<file path="src/rtl/bus_hub_n.sv">
// rtl/bus_hub_n.sv - N-port host-to-device bus hub with priority select, unmapped error and optional ready-timeout
// Optional feature macro: BUS_HUB_TIMEOUT_EN (enables the BUSY-state ready-timeout).
module bus_hub_n #(
    parameter int          N_DEVICES      = 5,
    parameter int          TIMEOUT_CYCLES = 255,
    parameter logic [31:0] ERR_RDATA      = 32'hDEADBEEF
) (
    input  logic                      clk,
    input  logic                      reset_n,
    input  logic [31:0]               host_address,
    input  logic [31:0]               host_data_write,
    input  logic [3:0]                host_write_mask,
    input  logic                      host_wen,
    input  logic                      host_ren,
    output logic [31:0]               host_data_read,
    output logic                      host_ready,
    output logic [32*N_DEVICES-1:0]   device_address,
    output logic [32*N_DEVICES-1:0]   device_data_write,
    output logic [4*N_DEVICES-1:0]    device_write_mask,
    output logic [N_DEVICES-1:0]      device_wen,
    output logic [N_DEVICES-1:0]      device_ren,
    input  logic [N_DEVICES-1:0]      device_ready,
    input  logic [32*N_DEVICES-1:0]   device_data_read,
    input  logic [N_DEVICES-1:0]      device_active,
    output logic                      bus_error,
    output logic [1:0]                bus_err_code
);
    localparam int SEL_W = (N_DEVICES > 1) ? $clog2(N_DEVICES) : 1;

    typedef enum logic [1:0] {IDLE, BUSY, RESP} state_t;

    state_t           state, state_n;
    logic [SEL_W-1:0] sel, first_idx;
    logic             is_write, err_flag;
    logic             request, any_active, sel_ready, tmo_hit;
    logic [31:0]      sel_rdata;

    assign request    = host_wen | host_ren;
    assign any_active = |device_active;

    assign device_address    = {N_DEVICES{host_address}};
    assign device_data_write = {N_DEVICES{host_data_write}};
    assign device_write_mask = {N_DEVICES{host_write_mask}};

    // Descending scan so the lowest active index is the one that sticks.
    always_comb begin
        first_idx = '0;
        for (int i = N_DEVICES - 1; i >= 0; i--) begin
            if (device_active[i]) first_idx = SEL_W'(i);
        end
    end

    always_comb begin
        sel_ready = 1'b0;
        sel_rdata = '0;
        for (int i = 0; i < N_DEVICES; i++) begin
            if (sel == SEL_W'(i)) begin
                sel_ready = device_ready[i];
                sel_rdata = device_data_read[i*32 +: 32];
            end
        end
    end

`ifdef BUS_HUB_TIMEOUT_EN
    localparam int CNT_W = $clog2(TIMEOUT_CYCLES + 1);
    logic [CNT_W-1:0] tmo_cnt;

    // Counter holds the number of BUSY cycles already completed.
    assign tmo_hit = (tmo_cnt == CNT_W'(TIMEOUT_CYCLES - 1));

    always_ff @(posedge clk or negedge reset_n) begin
        if (!reset_n)            tmo_cnt <= '0;
        else if (state == BUSY)  tmo_cnt <= tmo_cnt + 1'b1;
        else                     tmo_cnt <= '0;
    end
`else
    assign tmo_hit = 1'b0;
`endif

    always_ff @(posedge clk or negedge reset_n) begin
        if (!reset_n) state <= IDLE;
        else          state <= state_n;
    end

    always_comb begin
        state_n = state;
        case (state)
            IDLE: if (request) state_n = any_active ? BUSY : RESP;
            BUSY: if (sel_ready || tmo_hit) state_n = RESP;
            RESP: state_n = IDLE;
            default: state_n = IDLE;
        endcase
    end

    always_comb begin
        device_wen = '0;
        device_ren = '0;
        if (state == BUSY) begin
            for (int i = 0; i < N_DEVICES; i++) begin
                if (sel == SEL_W'(i)) begin
                    device_wen[i] = is_write;
                    device_ren[i] = !is_write;
                end
            end
        end
    end

    assign host_ready = (state == RESP);
    assign bus_error  = (state == RESP) && err_flag;

    always_ff @(posedge clk or negedge reset_n) begin
        if (!reset_n) begin
            sel            <= '0;
            is_write       <= 1'b0;
            err_flag       <= 1'b0;
            host_data_read <= '0;
            bus_err_code   <= 2'd0;
        end else begin
            case (state)
                IDLE: if (request) begin
                    sel      <= first_idx;
                    is_write <= host_wen;
                    err_flag <= !any_active;
                    if (!any_active) begin
                        host_data_read <= ERR_RDATA;
                        bus_err_code   <= 2'd1;
                    end
                end
                BUSY: begin
                    // Ready in the final allowed cycle takes precedence over the timeout.
                    if (sel_ready) begin
                        host_data_read <= sel_rdata;
                    end else if (tmo_hit) begin
                        host_data_read <= ERR_RDATA;
                        bus_err_code   <= 2'd2;
                        err_flag       <= 1'b1;
                    end
                end
                default: ;
            endcase
        end
    end
endmodule
</file>
<file path="config.mk">
export PLATFORM = sky130hd
export DESIGN_NAME = bus_hub_n
export DESIGN_NICKNAME = d
export VERILOG_FILES = /design/src/rtl/bus_hub_n.sv
export SDC_FILE = /design/constraint.sdc
export NUM_CORES = 1
export LEC_CHECK = 0
export ABC_AREA = 1
export ABC_CLOCK_PERIOD_IN_PS = 1560
export CAP_MARGIN = 20
export CORE_AREA = 2 2 243 245
export DETAILED_ROUTE_END_ITERATION = 8
export DIE_AREA = 0 0 245 247
export PLACE_DENSITY_LB_ADDON = 0.2
export SLEW_MARGIN = 20
export SYNTH_ARGS = -nofsm -noshare
export SYNTH_HDL_FRONTEND = slang
export SYNTH_SLANG_ARGS = --single-unit
</file>
<file path="constraint.sdc">
create_clock -name clk -period 1.56 [get_ports clk]
set_clock_uncertainty 0.2 [all_clocks]
set_input_delay 0.156 -clock clk [delete_from_list [all_inputs] [get_ports clk]]
set_output_delay 0.156 -clock clk [all_outputs]
set_load 0.01 [all_outputs]
</file>
==> results of run 1 <==
==> synthesized netlist by cell type <==
master / n
sky130_fd_sc_hd__a21oi_2: 1
sky130_fd_sc_hd__and3_1: 1
sky130_fd_sc_hd__nand2_4: 1
sky130_fd_sc_hd__nand3b_1: 17
sky130_fd_sc_hd__o21ai_1: 1
sky130_fd_sc_hd__o21ai_0: 37
sky130_fd_sc_hd__nor2_1: 65
sky130_fd_sc_hd__inv_1: 58
sky130_fd_sc_hd__nand2_1: 243
sky130_fd_sc_hd__buf_2: 10
sky130_fd_sc_hd__nand4_1: 8
sky130_fd_sc_hd__buf_4: 344
sky130_fd_sc_hd__dfrtp_1: 40
sky130_fd_sc_hd__or2_2: 2
sky130_fd_sc_hd__clkbuf_1: 16
sky130_fd_sc_hd__nand3_1: 45
sky130_fd_sc_hd__nor2_4: 1
sky130_fd_sc_hd__o21bai_1: 1
sky130_fd_sc_hd__nand2_2: 2
sky130_fd_sc_hd__inv_2: 5
sky130_fd_sc_hd__nor2_2: 2
sky130_fd_sc_hd__o21a_1: 1
sky130_fd_sc_hd__conb_1: 1
==> power groups by stage <==
stage / sequential, mW / clock, mW / combinational [mW]
2_1_floorplan: 2.02 / 0 / 4.14
3_3_place_gp: 1.95 / 0 / 7.77
3_5_place_dp: 1.96 / 0 / 7.77
4_1_cts: 1.94 / 1.39 / 8.57
5_1_grt: 2.01 / 1.43 / 10.5
6_report: 1.93 / 1.32 / 9.54
==> routing by layer <==
layer | part of all wire, % | vias to the layer above | global-route usage (%)
met1 | 37 | 2144 | 10.2
met2 | 49 | 413 | 17.2
li1 | - | 2321 | -
met4 | 1.7 | 14 | 2.28
met3 | 12 | 43 | 4.73
met5 | 0.26 | - | 0
==> layout make-up <==
class | count | area [um2] | area share [%]
Tap cell | 773 | 967 | 12.4
Timing Repair Buffer | 317 | 3290 | 42.1
Inverter | 63 | 254 | 3.25
Clock buffer | 7 | 153 | 1.95
Clock inverter | 1 | 30.0 | 0.384
Antenna cell | 1 | 2.50 | 0.0320
Multi-Input combinational cell | 429 | 2120 | 27.1
Sequential cell | 40 | 1000 | 12.8
==> worst paths after layout <==
check / endpoint / slack (ps) / cells past startpoint
setup / recovery: host_data_read[5] / -360 / 10
hold / removal: device_address[98] / 110 / 0
setup reg to reg: host_data_read[5] / -360 / 10
hold reg to reg: host_data_read[5] / 270 / 2
max in group asynchronous: sel[1] / 730 / 3
min in group asynchronous: host_data_read[17] / 180 / 3
==> stage by stage <==
| step | setup TNS [ps] | cells |
|---|---|---|
| after floorplan | -1810 | 902 |
| after global placement | -26810 | 1585 |
| after detailed placement | -26710 | 1585 |
| after CTS | -12480 | 1617 |
| after global routing | -16530 | 1630 |
| final | -12940 | 1631 |
==> flip-flops by register name, summed over array words and instances, names as in the netlist <==
register,count
host_data_read,32
sel,3
state,2
bus_err_code,1
err_flag,1
is_write,1
==> critical path: stages, from the launching register on <==
cell                        delay [ps]
sky130_fd_sc_hd__dfrtp_2           470
sky130_fd_sc_hd__nor2_4            210
sky130_fd_sc_hd__buf_12            140
sky130_fd_sc_hd__nand3_2            50
sky130_fd_sc_hd__nand2_2            80
sky130_fd_sc_hd__nor2_4             50
sky130_fd_sc_hd__a21oi_4           200
sky130_fd_sc_hd__buf_6             170
sky130_fd_sc_hd__clkbuf_16         170
sky130_fd_sc_hd__nand2_2            50
sky130_fd_sc_hd__nand2_1            60
==> what timing repair did <==
action | in CTS | in global routing
pin swaps | 15 | 30
buffers inserted | 22 | 9
setup endpoints to repair | 82 | 47
gates resized for setup | 147 | 74
hold endpoints to repair | 40 | 0
hold buffers | 1 | 0
cloned | 1 | 6
==> logic make-up (layout without fill, tap and decap cells) <==
family                 Yosys count  in the layout  synth area share (%)
AOI/OAI and AO/OA               41             41                  3.71
other                            1              2                0.0650
and+or+nand+nor                387            387                  28.2
DFF                             40             40                  17.3
buffers and inverters          433            388                  50.7
==> results.env, run 1 <==
GRT_UTIL_ALL_LAYERS_PCT=9.68
SYNTH.CELL_AREA_MM2=0.00577
POST_DRT_VIA_CELL_RATIO=3.03
POWER-PER-CELL-AREA_mW_PER_MM2=1640
CHIP_WIDTH_UM=245
CORE_REGION_AREA_MM2=0.0582
H-TREE-DEPTH=2
WORSTHOLDSTART='host_address[2]'
TIMING.CRITICAL_PATH.FROM='sel[0]'
SYNTH.TOP_CELL.AREA_SHARE_PCT=44.7
ROOT_BUFFER='sky130_fd_sc_hd__clkbuf_16'
FINAL_CELL_MIX='sky130_fd_sc_hd__nand2_1 (212), sky130_fd_sc_hd__clkdlybuf4s50_1 (172), sky130_fd_sc_hd__buf_4 (57)'
CLOCKPOWERSHARE_PCT=10.3
CELL_TYPES_OCCUPYING_THE_MOST_AREA_AFTER_SYNTHESIS='sky130_fd_sc_hd__buf_4 (45%), sky130_fd_sc_hd__dfrtp_1 (17%), sky130_fd_sc_hd__nand2_1 (16%)'
CHIPHEIGHT_UM=247
CRIT_PATH_START_KIND='register'
TOTAL_VIA_COUNT_IN_THE_ROUTED_DESIGN=4935
FILLER_CELL_COUNT=6774
FAILED_CHECKS='negative setup slack'
SLEW_VIOL_FINAL=0
NUMBER_OF_REGISTER_BITS_INFERRED_BY_SYNTHESIS=40
BUFFER_PORTS.INSERTED=218
ROUTABILITY_DRIVEN_PLACEMENT_CONGESTION_RATIO=0.748
LAYOUT.CELLS.MOST_COMMON='sky130_fd_sc_hd__nand2_1'
FINAL_CORE_UTILIZATION_PCT=13.4
SEQPWRFRAC_PCT=15.1
SYN_TO_FINAL_GROWTH_PCT=35.5
DRIVE_ABOVE_1_SHARE_PCT=22.6
SYNTH_WARNINGS=0
WIRE_LENGTH_OF_THE_FIRST_GLOBAL_ROUTING_PASS_MM=40.2
CRIT_PATH_END_KIND='register'
MIN_PERIOD_OVER_PERIOD_PCT=123
DETAILED_PLACE_HPWL_MM=25.6
GRT_SETUP_UNREPAIRED='yes'
ROUTE.DETAILED.DRC=0
R2R-START='sel[0]'
CLASSIFICATION_OF_THE_WORST_SLACK_HOLD_PATH='input port to primary output'
SYNTH_SEQ_AREA_SHARE_PCT=17.3
FINALSETUPVIOLCOUNT=44
SYNTHDOMINANTAREACELLTYPE='sky130_fd_sc_hd__buf_4'
FLOORPLAN.DIE_AREA_MM2=0.0605
NUM-NETS-FINAL=1098
GRT_MAX_DEGREE=41
PRECTSSETUPSLACK_PS=-633
TIMING.FINAL.WS_SETUP_PS=-356
SYNTHESIS.AREA_PER_INSTANCE_UM2=6.40
ROUTEDWLPERCELL_UM=19.6
FIRST_GLOBAL_VIAS=4992
CTS_BUFFER_DEPTH=2
SYNTHCELLS=902
STATIC-LEAKAGE-POWER_nW=3.48
CLKTRANSATPATHREGS_PS=60
SETUP.WORST_PATH.CLASS='register to register'
FINAL_CELL_AREA_MM2=0.00782
CAP_VIOL_MAX_COUNT=0
NET_SWITCHING_POWER_FIGURE_mW=6.02
RUN_STATUS='finished, violations left'
CTS_MADE_BUFFERS=5
GRT-OVFL-TOTAL=0
IRDROPWORSTVDD_mV=0.544
INITIAL_UTILIZATION_PCT=9.91
IOPINCOUNT=628
DESIGN_POWER_TOTAL_mW=12.8
FINAL_PERIOD_MINUS_WORST_SETUP_SLACK_PS=1920
POWER_SWITCHING_SHARE_PCT=47.0
POWER.INTERNAL_mW=6.78
CTS_TREE='built'
ANT_NETS=0
PLACEMENT_ROW_COUNT=89
FINAL_HOLD_VIOLATION_COUNT=0
CP_DATA_REQUIRED_TIME_PS=1590
TIMING.FMAX_GHz=0.522
DPL_CELL_AREA_MM2=0.00685
DETAIL_ROUTE.ITER0.VIOLATIONS=168
CLKSINKCOUNT=40
ANTENNA_FOUND_INITIAL=9
SYNTH_CELL_TYPES=23
DRT_WL_TOTAL_MM=32.0
P_COMB_SHARE_PCT=74.6
WORST_SKEW_PAIR.LATE_LATENCY_PS=290
DRT_PASS1_ITERATIONS=4
SYNTH.NET_COUNT=1144
CRIT_PATH_MAX_FANOUT=5
CRITICAL_PATH_ARRIVAL_PS=1950
HOLD_SLACK_PS=112
No activity file was read; power rests on OpenSTA's default activity.
==> run 2: changes to the inputs <==
--- a/config.mk
+++ b/config.mk
@@ -6,7 +6,7 @@
 export NUM_CORES = 1
 export LEC_CHECK = 0
 export ABC_AREA = 1
-export ABC_CLOCK_PERIOD_IN_PS = 1560
+export ABC_CLOCK_PERIOD_IN_PS = 2500
 export CAP_MARGIN = 20
 export CORE_AREA = 2 2 243 245
 export DETAILED_ROUTE_END_ITERATION = 8
==> constraint.sdc (replaced) <==
create_clock -name clk -period 2.5 [get_ports clk]
set_clock_uncertainty 0.2 [all_clocks]
set_input_delay 0.25 -clock clk [delete_from_list [all_inputs] [get_ports clk]]
set_output_delay 0.25 -clock clk [all_outputs]
set_load 0.01 [all_outputs]
==> run 2 against run 1 <==
  * The flow now finishes without violations
  * Power shrank 51%
  * Routed wire length shrank 16%
  * Global-route usage shrank 0.99 points
  * Via count shrank 7.4%
  * Cell area shrank 14%
  * Worst hold slack gained 150 ps
  * Die area is the same
  * Register-to-register slack gained 650 ps
  * Count of clock-buffer cells in the layout shrank 1
  * Critical path depth shrank 4
  * Critical endpoint is now device_ren[2]
==> results.env, run 2 (synthesis results as in run 1) <==
ANTENNA_CELLS=0
DETAIL_ROUTE.ITER0.VIOLATIONS=118
IOPINCOUNT=628
LAYOUT.AREA.SEQ_MM2=0.00100
SYN_TO_FINAL_GROWTH_PCT=16.8
CRITICAL_PATH_ARRIVAL_PS=1910
FIRST_GLOBAL_VIAS=4884
BUFFER_PORTS.INSERTED=218
ANT_NETS=0
LAYOUT.CELLS.MOST_COMMON='sky130_fd_sc_hd__nand2_1'
RUN_STATUS='completed'
CLASSIFICATION_OF_THE_WORST_SLACK_HOLD_PATH='input port to asynchronous set/reset pin'
CTS_BUFFER_DEPTH=2
TOP_REGISTER='host_data_read'
ROUTABILITY_DRIVEN_PLACEMENT_CONGESTION_RATIO=0.776
R2R-START='state[0]'
WIRE_LENGTH_OF_THE_FIRST_GLOBAL_ROUTING_PASS_MM=37.0
TIMING.FMAX_GHz=0.424
CHIP_WIDTH_UM=245
SETUP.WORST_PATH.CLASS='register to primary output'
H-TREE-DEPTH=2
PLACEMENT_ROW_COUNT=89
FILLER_CELL_COUNT=6808
STATIC-LEAKAGE-POWER_nW=2.93
CRIT_PATH_END_KIND='primary output'
WORST_SKEW_PAIR.LATE_LATENCY_PS=290
CRIT_PATH_START_KIND='register'
CTS_MADE_BUFFERS=5
ANTENNA_FOUND_INITIAL=3
FINALNONFILLERCELLS=1565
IRDROPWORSTVDD_mV=0.450
CLKSINKCOUNT=40
MIN_PERIOD_OVER_PERIOD_PCT=94.4
ROUTE.DETAILED.DRC=0
LAYOUT_TOP_REGISTERS='host_data_read (32), sel (3), state (2)'
CRIT_PATH_MAX_FANOUT=8
POST_DRT_VIA_CELL_RATIO=2.92
DESIGN_POWER_TOTAL_mW=6.29
GRT-OVFL-TOTAL=0
ROUTEDWLPERCELL_UM=17.2
DRT_PASS1_ITERATIONS=4
DRIVE_ABOVE_1_SHARE_PCT=7.83
WORSTREGTOREGCELLS=11
TIMING.SETUP.TNS_PS=0
GRT_SETUP_UNREPAIRED='no'
CAP_VIOL_MAX_COUNT=0
PLACED_CELLS=1552
GRT_UTIL_ALL_LAYERS_PCT=8.69
DRT_WL_TOTAL_MM=27.0
PATH_CELLS='inv_4 > nand2_2 > nor2_4 > inv_2 > nor2_1 > clkdlybuf4s50_1'
ROOT_BUFFER='sky130_fd_sc_hd__clkbuf_16'
FLOORPLAN.DIE_AREA_MM2=0.0605
FINAL_CORE_UTILIZATION_PCT=11.6
CP_DATA_REQUIRED_TIME_PS=2050
CTS_TREE='built'
GRT_MAX_DEGREE=32
CLKTRANSATPATHREGS_PS=70
INITIAL_UTILIZATION_PCT=9.91
FINAL_CELL_MIX='sky130_fd_sc_hd__nand2_1 (240), sky130_fd_sc_hd__clkdlybuf4s50_1 (215), sky130_fd_sc_hd__nor2_1 (63)'
REGTOREGENDPOINT='host_data_read[24]'
REGTOREGSETUPSLACK_PS=290
CORE_REGION_AREA_MM2=0.0582
SLEW_VIOL_FINAL=0
FINALSETUPVIOLCOUNT=0
TIMING.FINAL.WS_SETUP_PS=140
FINAL_HOLD_VIOLATION_COUNT=0
FINAL_PERIOD_MINUS_WORST_SETUP_SLACK_PS=2360
WORST_PATH_MAX_DELAY_CELL='sky130_fd_sc_hd__clkdlybuf4s50_1'
LARGEST_REG_FLOPS=32
PRECTSSETUPSLACK_PS=63.8
MULTIINPUTGATEAREA_MM2=0.00189
POWER-PER-CELL-AREA_mW_PER_MM2=934
DETAILED_PLACE_HPWL_MM=22.6
CHIPHEIGHT_UM=247
TIMING.CRITICAL_PATH.SLOWEST_CELL_DELAY_PS=540
NUM-NETS-FINAL=1033
TOTAL_VIA_COUNT_IN_THE_ROUTED_DESIGN=4570
==> run 2: metrics by stage <==
stage,hold slack [ps],instance area (um2)
finish,258,6740
global route,276,6740
CTS,262,6710
detailed placement,34.6,6510
global placement,42.5,6510
floorplan,-246,5770
==> run 2: area by class of cell <==
type,count,area share [%]
Clock buffer,6,1.91
Clock inverter,2,0.520
Sequential cell,40,14.9
Tap cell,773,14.3
Timing Repair Buffer,252,36.7
Inverter,63,3.54
Multi-Input combinational cell,429,28.1
==> run 2: what timing repair did <==
item	in CTS	in global routing
pin swaps	2	2
endpoints found under the setup margin	7	10
setup buffers	2	2
hold buffers	1	0
endpoints found under the hold margin	13	0
resized for setup	3	7
==> run 2: metal layers <==
| layer | vias to the layer above | GRT usage [%] | routed length, um |
|---|---|---|---|
| met3 | 107 | 3.52 | 2810 |
| met2 | 328 | 13.8 | 11900 |
| met5 | - | 0 | 13 |
| met1 | 1956 | 10.3 | 11100 |
| li1 | 2177 | - | - |
| met4 | 2 | 3.71 | 1160 |
==> run 2: worst max-delay path: cells and delay by family, from the launching register on <==
kind / cells / cell delay, ps
buffers and inverters: 3 / 790
flip-flops: 1 / 440
AND/OR/NAND/NOR: 3 / 380
==> run 2: how the worst max path moves through the flow <==
stage | slack [ps] | cells after the start | startpoint | endpoint
6_report | 140 | 6 | sel[2] | device_ren[2]
2_1_floorplan | 750 | 6 | sel[2] | device_ren[3]
3_5_place_dp | 60 | 5 | state[1] | device_ren[4]
3_3_place_gp | 60 | 5 | state[1] | device_ren[4]
4_1_cts | -60 | 4 | sel[0] | device_ren[4]
5_1_grt | 3 | 6 | sel[2] | device_wen[2]
==> run 2: power by group <==
part           switching [mW]  internal, mW  total, mW
sequential              0.232         0.969       1.20
combinational            2.55          1.77       4.32
clock                   0.304         0.471      0.776
total                    3.08          3.21       6.29
==> run 3: changes to the inputs <==
--- a/config.mk
+++ b/config.mk
@@ -6,12 +6,13 @@
 export NUM_CORES = 1
 export LEC_CHECK = 0
 export ABC_AREA = 1
-export ABC_CLOCK_PERIOD_IN_PS = 2500
+export ABC_CLOCK_PERIOD_IN_PS = 3000
 export CAP_MARGIN = 20
-export CORE_AREA = 2 2 243 245
+export CORE_AREA = 8 8 235 237
 export DETAILED_ROUTE_END_ITERATION = 8
-export DIE_AREA = 0 0 245 247
+export DIE_AREA = 0 0 243 245
 export PLACE_DENSITY_LB_ADDON = 0.2
+export SETUP_SLACK_MARGIN = 0.4
 export SLEW_MARGIN = 20
 export SYNTH_ARGS = -nofsm -noshare
 export SYNTH_HDL_FRONTEND = slang
==> constraint.sdc (replaced) <==
create_clock -name clk -period 3 [get_ports clk]
set_clock_uncertainty 0.2 [all_clocks]
set_input_delay 0.3 -clock clk [delete_from_list [all_inputs] [get_ports clk]]
set_output_delay 0.3 -clock clk [all_outputs]
set_load 0.01 [all_outputs]
==> run 3 against run 2 <==
  * Sequential power down 18%
  * Cell count down 5.6%
  * Worst hold slack better by 21 ps
  * Combinational power down 18%
  * Clock power down 23%
  * Cell area down 2.5%
  * Register-to-register slack better by 370 ps
  * Sequential share of layout area up 0.40 points
  * Power down 18%
  * Flip-flop and latch count unchanged
  * Critical endpoint is now device_ren[3]
  * Largest cell class unchanged
  * Largest power group unchanged
==> results.env, run 3 (synthesis results as in run 1) <==
RUN_STATUS='completed'
POWER-PER-CELL-AREA_mW_PER_MM2=783
FINALSETUPVIOLCOUNT=0
TOTAL_VIA_COUNT_IN_THE_ROUTED_DESIGN=4510
NUM-NETS-FINAL=1028
CTS_MADE_BUFFERS=5
CORE_REGION_AREA_MM2=0.0517
MIN_PERIOD_OVER_PERIOD_PCT=83.1
LAYOUT_TOP_REGISTERS='host_data_read (32), sel (3), state (2)'
WORSTHOLDSTART='host_data_read[6]'
DETAILED_PLACE_HPWL_MM=21.7
ROUTABILITY_DRIVEN_PLACEMENT_CONGESTION_RATIO=0.728
DRT_WL_TOTAL_MM=27.3
FINAL_HOLD_VIOLATION_COUNT=0
CRITICAL_PATH_ARRIVAL_PS=1990
CTS_TREE='built'
CRIT_PATH_START_KIND='register'
ANTENNA_FOUND_INITIAL=5
DESIGN_POWER_TOTAL_mW=5.14
CHIPHEIGHT_UM=245
WORST_PATH_MAX_DELAY_CELL='sky130_fd_sc_hd__clkdlybuf4s50_1'
FIRST_GLOBAL_VIAS=5061
CRIT_PATH_END_KIND='primary output'
ROUTED-WL-MET2_MM=12.9
ROUTEDLENGTHMET1_MM=10.8
GRT-OVFL-TOTAL=0
DPL_CELL_AREA_MM2=0.00630
TIMING.FINAL.WS_SETUP_PS=506
PLACEMENT_ROW_COUNT=84
FLOORPLAN.DIE_AREA_MM2=0.0595
H-TREE-DEPTH=2
CRIT_PATH_MAX_FANOUT=5
CLASSIFICATION_OF_THE_WORST_SLACK_HOLD_PATH='register to register'
IRDROPWORSTVDD_mV=0.245
MAX_SLEW.WORST_PIN.SLEW_PS=957
LAYOUT.CELLS.MOST_COMMON='sky130_fd_sc_hd__nand2_1'
CHIP_WIDTH_UM=243
FINAL_CELL_AREA_MM2=0.00657
WORST_MAX_SLEW_MARGIN_EXPRESSED_RELATIVE_TO_THE_LIMIT_PCT=36.2
IOPINCOUNT=628
FINAL_CELL_MIX='sky130_fd_sc_hd__nand2_1 (243), sky130_fd_sc_hd__clkdlybuf4s50_1 (217), sky130_fd_sc_hd__nor2_1 (64)'
PATH_CELLS='nor2_4 > inv_1 > or2_2 > nor2_1 > clkdlybuf4s50_1'
MET3_LENGTH_MM=2.67
WORST_SKEW_PAIR.LATE_LATENCY_PS=290
CAP_VIOL_MAX_COUNT=0
CTS_BUFFER_DEPTH=2
TIMING.FMAX_GHz=0.401
DETAIL_ROUTE.ITER0.VIOLATIONS=171
WIRE_LENGTH_OF_THE_FIRST_GLOBAL_ROUTING_PASS_MM=37.6
SLEW_VIOL_FINAL=0
DRIVE_ABOVE_1_SHARE_PCT=6.73
ROUTED.TOP_LAYER='met5'
CP.BUFFERS_INVERTERS=2
TIMING.SETUP.TNS_PS=0
FINAL_PERIOD_MINUS_WORST_SETUP_SLACK_PS=2490
CLKTRANSATPATHREGS_PS=70
POST_DRT_VIA_CELL_RATIO=3.05
SYN_TO_FINAL_GROWTH_PCT=13.8
ROUTEDWLPERCELL_UM=18.5
R2R-START='sel[1]'
BUFFER_PORTS.INSERTED=218
GRT_UTIL_ALL_LAYERS_PCT=8.84
PRECTSSETUPSLACK_PS=478
ANT_NETS=0
DRT_PASS1_ITERATIONS=4
TOP_REGISTER='host_data_read'
TIMING.CRITICAL_PATH.FROM='state[1]'
ROOT_BUFFER='sky130_fd_sc_hd__clkbuf_16'
INITIAL_UTILIZATION_PCT=11.2
GRT_MAX_DEGREE=35
SETUP.WORST_PATH.CLASS='register to primary output'
CP_DATA_REQUIRED_TIME_PS=2500
CRITPATHTOPFAMILY='simple AND/OR/NAND/NOR gates'
CLKSINKCOUNT=40
LARGEST_REG_FLOPS=32
GRT_SETUP_UNREPAIRED='yes'
ROUTE.DETAILED.DRC=0
STATIC-LEAKAGE-POWER_nW=2.86
TIMING.CRITICAL_PATH.SLOWEST_CELL_DELAY_PS=560
## run 3: cell count changes in the layout (fill, tap and decap cells not counted), sizes merged
cell | previous run | this run
buf | 34 | 29
diode | 0 | 3
clkbuf | 6 | 8
clkdlybuf4s50 | 215 | 217
dlymetal6s2s | 2 | 0
bufinv | 1 | 0
inv | 63 | 62
## run 3: metal layers
| metal | vias to the layer above | global-route usage, % |
|---|---|---|
| li1 | 2174 | - |
| met1 | 1921 | 9.45 |
| met2 | 339 | 15.1 |
| met3 | 72 | 4.13 |
| met4 | 4 | 3.44 |
| met5 | - | 0 |
## run 3: power breakdown
group	leakage, nW	switching, mW	internal, mW
Combinational	2.31	2.12	1.44
Sequential	0.482	0.182	0.806
Clock	0.0712	0.263	0.334
## run 3: area by class of cell
class	count	area (um2)
fill	6086	45100
timing repair buffer	247	2430
multi-input combinational	429	1880
sequential	40	1000
tap	688	861
inverter	63	244
clock buffer	8	146
antenna	3	7.51
## run 3: worst paths after layout
path / to / slack [ps] / depth (start not counted)
max reg2reg: host_data_read[29] / 660 / 10
min: host_data_read[6] / 280 / 2
max: device_ren[3] / 510 / 5
min in group asynchronous: host_data_read[5] / 510 / 2
min reg2reg: host_data_read[6] / 280 / 2
max in group asynchronous: host_data_read[28] / 1380 / 3
## run 3: metrics by stage
stage / std cells / hold WS [ps] / util, %
2_1_floorplan: 902 / -196 / -
3_3_place_gp: 1456 / 265 / 12.2
3_5_place_dp: 1456 / 264 / 12.2
4_1_cts: 1470 / 285 / 12.6
5_1_grt: 1476 / 303 / 12.7
6_report: 1478 / 279 / 12.7
## run 3: worst register-to-register path: stages (launching register included)
cell and delay [ps]:
sky130_fd_sc_hd__dfrtp_1 430, sky130_fd_sc_hd__inv_2 240, sky130_fd_sc_hd__nor2_1 90, sky130_fd_sc_hd__nand3_1 70, sky130_fd_sc_hd__nand2_1 50, sky130_fd_sc_hd__nor2_1 240
sky130_fd_sc_hd__nand2_2 210, sky130_fd_sc_hd__nand2_2 90, sky130_fd_sc_hd__buf_4 400, sky130_fd_sc_hd__nand2_1 170, sky130_fd_sc_hd__nand2_1 90
## run 3: what timing repair did
action | 4_1_cts | 5_1_grt
hold endpoints to repair | 11 | 0
gates cloned | 0 | 0
setup buffers | 5 | 5
endpoints found under the setup margin | 9 | 9
gates resized for setup | 6 | 5
hold buffers | 1 | 0
pin swaps | 2 | 3
